==> config.mk <==
export PLATFORM = sky130hd
export DESIGN_NAME = s2_bram_writer
export DESIGN_NICKNAME = d
export VERILOG_FILES = /design/src/rtl/s2_pkg.sv /design/src/rtl/s2_relu_sat.sv /design/src/rtl/s2_bram_writer.sv
export SDC_FILE = /design/constraint.sdc
export NUM_CORES = 1
export LEC_CHECK = 0
export CAP_MARGIN = 15
export CORE_UTILIZATION = 45
export CTS_BUF_LIST = sky130_fd_sc_hd__clkbuf_8
export DETAILED_ROUTE_END_ITERATION = 10
export PLACE_DENSITY = 0.83
export REMOVE_ABC_BUFFERS = 1
export SLEW_MARGIN = 20
export SYNTH_ARGS = -nofsm -noshare
export SYNTH_HDL_FRONTEND = slang
export SYNTH_SLANG_ARGS = --single-unit
==> constraint.sdc <==
create_clock -name clk -period 2.6 [get_ports clk]
set_clock_uncertainty 0.05 [all_clocks]
set_input_delay 0.39 -clock clk [delete_from_list [all_inputs] [get_ports clk]]
set_output_delay 0.39 -clock clk [all_outputs]
set_load 0.03 [all_outputs]
==> src/rtl/s2_pkg.sv <==
// s2_pkg: shared frame geometry and writer state encoding for the stage-2 BRAM writer.
// Latency: n/a (declarations only).
// Backpressure: n/a.
package s2_pkg;

    localparam int FRAME_WORDS = 192;  // 8 rows x 8 cols x 3 channels
    localparam int N_CH        = 3;
    localparam int N_COL       = 8;
    localparam int N_ROW       = 8;
    localparam int ADDR_W      = 8;

    typedef enum logic [1:0] {
        IDLE,
        FILL,
        FLUSH,
        DONE
    } wr_state_t;

endpackage

==> src/rtl/s2_relu_sat.sv <==
// s2_relu_sat: arithmetic right shift, ReLU, then clip to an unsigned OUT_WIDTH word.
// Latency: combinational.
// Backpressure: none.
//
// Ports:
//   din  - signed stage-1 result, IN_WIDTH bits
//   dout - unsigned BRAM word, OUT_WIDTH bits
// IN_WIDTH must exceed OUT_WIDTH so the clip bound is positive in the input domain.
module s2_relu_sat #(
    parameter int IN_WIDTH  = 36,
    parameter int OUT_WIDTH = 17,
    parameter int SHIFT     = 0
) (
    input  logic signed [IN_WIDTH-1:0] din,
    output logic [OUT_WIDTH-1:0]       dout
);

    localparam logic [IN_WIDTH-1:0] MAX_V = IN_WIDTH'({OUT_WIDTH{1'b1}});

    logic signed [IN_WIDTH-1:0] shifted;

    assign shifted = din >>> SHIFT;

    always_comb begin
        dout = shifted[OUT_WIDTH-1:0];
        if (shifted[IN_WIDTH-1]) begin
            dout = '0;
        end else if ($unsigned(shifted) > MAX_V) begin
            dout = '1;
        end
    end

endmodule

==> src/rtl/s2_bram_writer.sv <==
// s2_bram_writer: writes a 192-word pixel-major frame into BRAM in channel-planar order.
// Latency: accepted word is written one cycle later; data_done pulses two cycles after the last word.
// Backpressure: in_ready is !s2_busy in IDLE, 1 in FILL, 0 in FLUSH/DONE.
//
// Ports:
//   clk, reset (async, active low)
//   in_valid/in_ready/in_data/in_last - stage-1 result stream
//   s2_busy                           - stage 2 still reading; holds off a new frame only
//   we/waddr/wdata                    - BRAM write port, address {cha,row,col}
//   data_done                         - one-cycle pulse after a full frame is written
//   frame_err                         - sticky: in_last disagreed with word position
module s2_bram_writer
    import s2_pkg::*;
#(
    parameter int IN_WIDTH  = 36,
    parameter int OUT_WIDTH = 17,
    parameter int SHIFT     = 0
) (
    input  logic                       clk,
    input  logic                       reset,
    input  logic                       in_valid,
    input  logic signed [IN_WIDTH-1:0] in_data,
    input  logic                       in_last,
    output logic                       in_ready,
    input  logic                       s2_busy,
    output logic                       we,
    output logic [ADDR_W-1:0]          waddr,
    output logic [OUT_WIDTH-1:0]       wdata,
    output logic                       data_done,
    output logic                       frame_err
);

    localparam logic [1:0] CHA_LAST = 2'(N_CH - 1);
    localparam logic [2:0] COL_LAST = 3'(N_COL - 1);
    localparam logic [2:0] ROW_LAST = 3'(N_ROW - 1);

    wr_state_t             state;
    logic [1:0]            cha;
    logic [2:0]            col;
    logic [2:0]            row;
    logic                  xfer;
    logic                  last_word;
    logic [OUT_WIDTH-1:0]  sat_data;

    s2_relu_sat #(
        .IN_WIDTH  (IN_WIDTH),
        .OUT_WIDTH (OUT_WIDTH),
        .SHIFT     (SHIFT)
    ) u_relu_sat (
        .din  (in_data),
        .dout (sat_data)
    );

    // s2_busy only blocks the start of a frame; once filling, the frame runs to completion.
    assign in_ready  = (state == IDLE) ? !s2_busy : (state == FILL);
    assign xfer      = in_valid && in_ready;
    assign last_word = (cha == CHA_LAST) && (col == COL_LAST) && (row == ROW_LAST);

    always_ff @(posedge clk or negedge reset) begin
        if (!reset) begin
            state     <= IDLE;
            cha       <= '0;
            col       <= '0;
            row       <= '0;
            we        <= 1'b0;
            waddr     <= '0;
            wdata     <= '0;
            data_done <= 1'b0;
            frame_err <= 1'b0;
        end else begin
            we        <= 1'b0;
            data_done <= 1'b0;

            if (xfer) begin
                we    <= 1'b1;
                waddr <= {cha, row, col};
                wdata <= sat_data;
                // Framing is checked but never trusted: the frame always ends on word 191.
                if (in_last != last_word) begin
                    frame_err <= 1'b1;
                end
                if (cha == CHA_LAST) begin
                    cha <= '0;
                    if (col == COL_LAST) begin
                        col <= '0;
                        row <= row + 3'd1;
                    end else begin
                        col <= col + 3'd1;
                    end
                end else begin
                    cha <= cha + 2'd1;
                end
            end

            case (state)
                IDLE: begin
                    if (xfer) begin
                        state <= FILL;
                    end
                end
                FILL: begin
                    if (xfer && last_word) begin
                        state <= FLUSH;
                    end
                end
                FLUSH: begin
                    // Final write is on the port this cycle; announce completion next cycle.
                    state     <= DONE;
                    data_done <= 1'b1;
                end
                DONE: begin
                    state <= IDLE;
                    cha   <= '0;
                    col   <= '0;
                    row   <= '0;
                end
                default: begin
                    state <= IDLE;
                end
            endcase
        end
    end

endmodule

# --- Word level (Yosys, flattened, before mapping) ---
# Index checks and enable logic that the tools add are counted.
word_totals:
  register_bits: 38
  out_inout_bits: 29
  elab_cells: 54
op_classes:
  addsub: 3
  order_cmp: 1
  eq_ne: 9
  muxes: 19
  reduce_logical: 13
ops:
  columns: ["operator", "count"]
  rows:
  - ["36-bit by 17-bit greater-than comparator with 1-bit output, second input constant", 1]
  - ["17-bit two-way mux", 2]
  - ["3-bit two-way mux", 8]
  - ["2-bit two-way mux", 5]
  - ["2-bit case mux with 4 select lines", 1]
  - ["3-bit by 1-bit adder with 3-bit output, second input constant", 2]
  - ["2-bit == test, second input constant", 3]
  - ["3-bit == test, second input constant", 2]
  - ["2-bit AND reduction", 3]
  - ["2-bit nonzero test", 3]
  - ["1-bit logical AND", 4]
  - ["1-bit two-way mux", 3]
  - ["3-bit AND reduction", 1]
  - ["2-bit by 1-bit adder with 2-bit output, second input constant", 1]
  - ["2-bit by 1-bit == test with 1-bit output, second input constant", 1]
  - ["2-bit logical NOT", 1]
  - ["2-bit by 1-bit != test with 1-bit output, second input constant", 1]
  - ["2-bit != test, second input constant", 1]
  - ["1-bit logical NOT", 1]
  - ["1-bit != test", 1]

# --- Longest topological paths before layout ---
logic_depth:
  word_depth: 6
  ltp_mapped: 8

# --- By module ---
# From an unflattened synthesis, not the netlist that was laid out.
unflattened:
  cells_unflattened: 172
  hier_area_um2: 2058.2
modules_own_cells:
  columns: ["module", "n_inst", "cells_per_inst", "area_per_inst_um2", "seq_area_each_um2"]
  rows:
  - ["s2_bram_writer", 1, 124, 1776.7, 950.9]
  - ["s2_relu_sat", 1, 48, 281.5, 0.0]

# --- Worst setup path after synthesis ---
# No wires, ideal clock.
synth_path:
  kind: "register to register"
  startpoint: "register state[0]"
  endpoint: "register wdata[10]"
  arrival_ns: 1.748
  t_required_ns: 2.431
  slack_ns: 0.683
  stages_incl_launch_ff: 8
  path_buffers: 1
  synth_period_minus_slack_ns: 1.917
  cell_sequence: "dfrtp_1 -> inv_1 -> ha_1 -> nor2_2 -> nor4_4 -> nand4_2 -> buf_2 -> o21ba_1"
synth_via:
  elab_chain_len: 3
  word_cells_on_any_way: 4
  cone_classes: "eq/ne (1); mux (1); reduce/logical (2)"
synth_rtl:
  columns: ["item", "line_no", "text"]
  rows:
  - ["from (decl)", "s2_bram_writer.sv:37", "wr_state_t state;"]
  - ["from (signal assigned)", "s2_bram_writer.sv:61", "state <= IDLE;"]
  - ["from (signal assigned)", "s2_bram_writer.sv:98", "state <= FILL;"]
  - ["from (signal assigned)", "s2_bram_writer.sv:103", "state <= FLUSH;"]
  - ["2-bit by 1-bit == test with 1-bit output / 2-bit logical NOT (equally long branches)", "s2_bram_writer.sv:55", "assign in_ready = (state == IDLE) ? !s2_busy : (state == FILL);"]
  - ["1-bit two-way mux *", "s2_bram_writer.sv:55", null]
  - ["1-bit logical AND *", "s2_bram_writer.sv:56", "assign xfer = in_valid && in_ready;"]
  - ["to (signal assigned)", "s2_bram_writer.sv:77", "wdata <= sat_data;"]
  - ["to (decl)", "s2_bram_writer.sv:28", "output logic [OUT_WIDTH-1:0] wdata,"]
# Every way passes the cells marked *; elsewhere a longest branch is shown, timed or not.
# A chain may end at the register's enable or synchronous reset.

# --- Worst setup path in the final report ---
layout_path:
  startpoint: "register state[0]"
  endpoint: "output in_ready"
layout_via:
  elab_chain_len: 2
  word_cells_on_any_way: 3
  cone_classes: "eq/ne (1); mux (1); reduce/logical (1)"
layout_rtl:
  columns: ["item", "line_no", "text"]
  rows:
  - ["2-bit by 1-bit == test with 1-bit output / 2-bit logical NOT (equally long branches)", "s2_bram_writer.sv:55", null]
  - ["1-bit two-way mux *", "s2_bram_writer.sv:55", null]
  - ["to (decl)", "s2_bram_writer.sv:24", "output logic in_ready,"]
# Marks and branches as above.

==> results.toml <==
[sta]
post-route-min-period_ns = 2.442
setup_tns_ns = 0
post-route-period-util = 0.9391
relSlewSlack = 0.4498
setup_viol = 0
finalMaxSlewViolations = 0
fmax_mhz = 409.6
rsz0062_at_grt = "no"
final_hold_viol_count = 0
worst_slew_pin_slew_ns = 0.8253

[yosys]
synthTopCellsByArea = "dfrtp_1 (54%), mux2_2 (5.7%), ha_1 (5.7%)"
synthCells = 143
syn_avg_cell_area_um2 = 12.36
synth_area_leader_cell = "dfrtp_1"
yosysSeqAreaShare = 0.5379
synthArstFlopShare = 1.000
yosysTopAreaCellShare = 0.5379
synth-edff-count = 0
synth_most_common_cell = "dfrtp_1"
synth_commonest_cells = "dfrtp_1 (38), a21oi_1 (19), nor2_1 (10), o21ba_1 (10), mux2_2 (9)"
yosysUniqueCellTypes = 34
ys_seq_elements = 38
synthFlopType = "dfrtp_1"
yosys_warnings = 0
synthesis.area_mm2 = 0.001768

[floorplan]
initial_core_util = 0.4758
die_x_um = 64.68
io_pins = 70
chipHeight_um = 64.68
core_region_area_mm2 = 0.003716
dieArea_mm2 = 0.004184
row_count = 22

[global_route]
grt_pass1_vias = 1541
overflow = 0
track_usage = 0.2188
grt_start_max_net_pins = 39
grt_pass1_wl_um = 6824
grt_antenna_before_repair = 0

[placed_design]
dpl.hpwl_um = 2989
dp.cells = 256
gp_congestion = 0.7707
portBuffers = 69

[critical_path]
cp.depth = 5
cp-start-kind = "flop"
crit_path_max_fanout = 5
arrival_ns = 2.00
cp_top_family = "buffers and inverters"
cp.required_ns = 2.16
critical_path.slowest_cell = "clkdlybuf4s50_1"
worstSetupPathType = "reg2out"
path_cells = "inv_1 > ha_1 > nor2_2 > nor2_1 > clkdlybuf4s50_1"
reg2regPathDepth = 6
worst_setup_path_end_kind = "output pin"
slowest_delay_ns = 0.59
path_buf_inv = 2

[clock_network]
post-cts-setup-buffer-count = 0
h-tree-depth = 2
holdBufCountCts = 0
cts_buffers = 5
cts.reportedPaths.clkPinSlew_ns = 0.07
cts_resized = 0
clock_sinks = 38
cts_root_buffer = "clkbuf_8"
cts_max_path_buffers = 2
cts_tree = "yes"
clk_latency_ns = 0.29

[layout]
syn_to_final_growth_pct = 45.58
num-fill-cells = 284
drive_above_1_share = 0.1488
nNetsFinal = 264
antenna_cells = 0
stdcell_count = 263

[run_status]
status = "completed"

[worst_hold_path]
hp-class = "in2async"

[pwr]
p_leak_uw = 0.001138
power_density_mw_per_mm2 = 648.1
finalPower_uw = 1668
irDropWorstVdd_v = 0.0003782

[detailed_routing]
drc = 0
vias_per_cell = 5.278
first_pass_iters = 3
drtIter0Drc = 22
wl_per_cell_um = 14.98
vias = 1388
ant_nets = 0
drt-total-wl_um = 3939

[run]
drv_cap = 0
-- final timing paths --
kind	start	to	slack, ns
worst max-delay path	state[0]	in_ready	0.16
worst min-delay path	reset	waddr[3]	0.15
worst max register to register	state[0]	wdata[14]	0.46
worst min register to register	frame_err	frame_err	0.44
max in group asynchronous	reset	wdata[8]	1.83
min in group clk	frame_err	frame_err	0.44
-- state kept, by name, summed over array words and instances (netlist names) --
register / cells
data_done: 1
state: 2
we: 1
cha: 2
frame_err: 1
row: 3
col: 3
wdata: 17
waddr: 8
-- cell usage in the layout (no fill, tap or decap) --
| master | n |
|---|---|
| ha_1 | 8 |
| a21boi_0 | 1 |
| or3_1 | 2 |
| and2_4 | 1 |
| buf_4 | 3 |
| o21ai_0 | 1 |
| nor3_2 | 1 |
| o21ba_1 | 10 |
| xor2_1 | 1 |
| nand2_1 | 3 |
| buf_2 | 1 |
| mux2i_1 | 5 |
| a2bb2oi_1 | 1 |
| nor4_4 | 1 |
| nand3b_1 | 1 |
| inv_1 | 6 |
| nor3_1 | 1 |
| nor2_1 | 10 |
| nor2_2 | 1 |
| nor4_1 | 1 |
| mux2_2 | 9 |
| o21bai_1 | 1 |
| xnor2_1 | 1 |
| nand4b_1 | 1 |
| nor4b_2 | 1 |
| dfrtp_1 | 38 |
| or3b_1 | 1 |
| or2_2 | 1 |
| nand4_2 | 1 |
| clkbuf_8 | 5 |
| clkdlybuf4s50_1 | 68 |
| o21ba_2 | 7 |
| or4_1 | 3 |
| a21oi_1 | 19 |
-- area by class of cell --
class / count / area [µm²] / area share
inverters: 4 / 15.01 / 0.005834
flip-flops and latches: 38 / 950.9 / 0.3695
clock buffers: 5 / 68.82 / 0.02674
well taps: 48 / 60.06 / 0.02333
multi-input cells: 94 / 763.2 / 0.2965
repair buffers: 72 / 708.2 / 0.2752
clock inverters: 2 / 7.507 / 0.002917
-- cells by family (layout without fill, tap and decap cells) --
logic type / after synthesis / count (layout) / synth area share
AOI/OAI and AO/OA: 40 / 40 / 0.1663
buffers and inverters: 11 / 83 / 0.03043
and+or+nand+nor: 30 / 30 / 0.1132
DFF: 38 / 38 / 0.5379
muxes: 14 / 14 / 0.08564
xor gates and xnor gates: 2 / 2 / 0.009910
adders and majority gates: 8 / 8 / 0.05662
-- routing by layer --
| layer | GRT usage | wire [µm] | up-vias | share of wire |
|---|---|---|---|---|
| li1 | - | - | 649 | - |
| met1 | 0.2477 | 1563 | 673 | 0.40 |
| met2 | 0.3645 | 1921 | 60 | 0.49 |
| met3 | 0.09859 | 397 | 6 | 0.10 |
| met4 | 0.07500 | 56 | 0 | 0.014 |
| met5 | 0 | 0 | - | 0 |
-- where the power goes --
group | leakage (µW) | internal [µW] | switching, µW
sequential | 0.000471 | 695 | 73.5
combinational | 0.000621 | 276 | 259
clock | 0.0000466 | 177 | 188
-- stage by stage --
stage / util / setup slack, ns / hold slack [ns] / area, µm²
global placement: 0.6721 / 0.2853 / 0.4081 / 2497
CTS: 0.6926 / 0.1467 / 0.1723 / 2574
finish: 0.6926 / 0.1584 / 0.1513 / 2574
floorplan: - / 0.3596 / 0.04441 / 1729
detailed placement: 0.6721 / 0.2185 / 0.4372 / 2497
global route: 0.6926 / 0.02774 / 0.2152 / 2574
(Power assumes the default switching activity.)
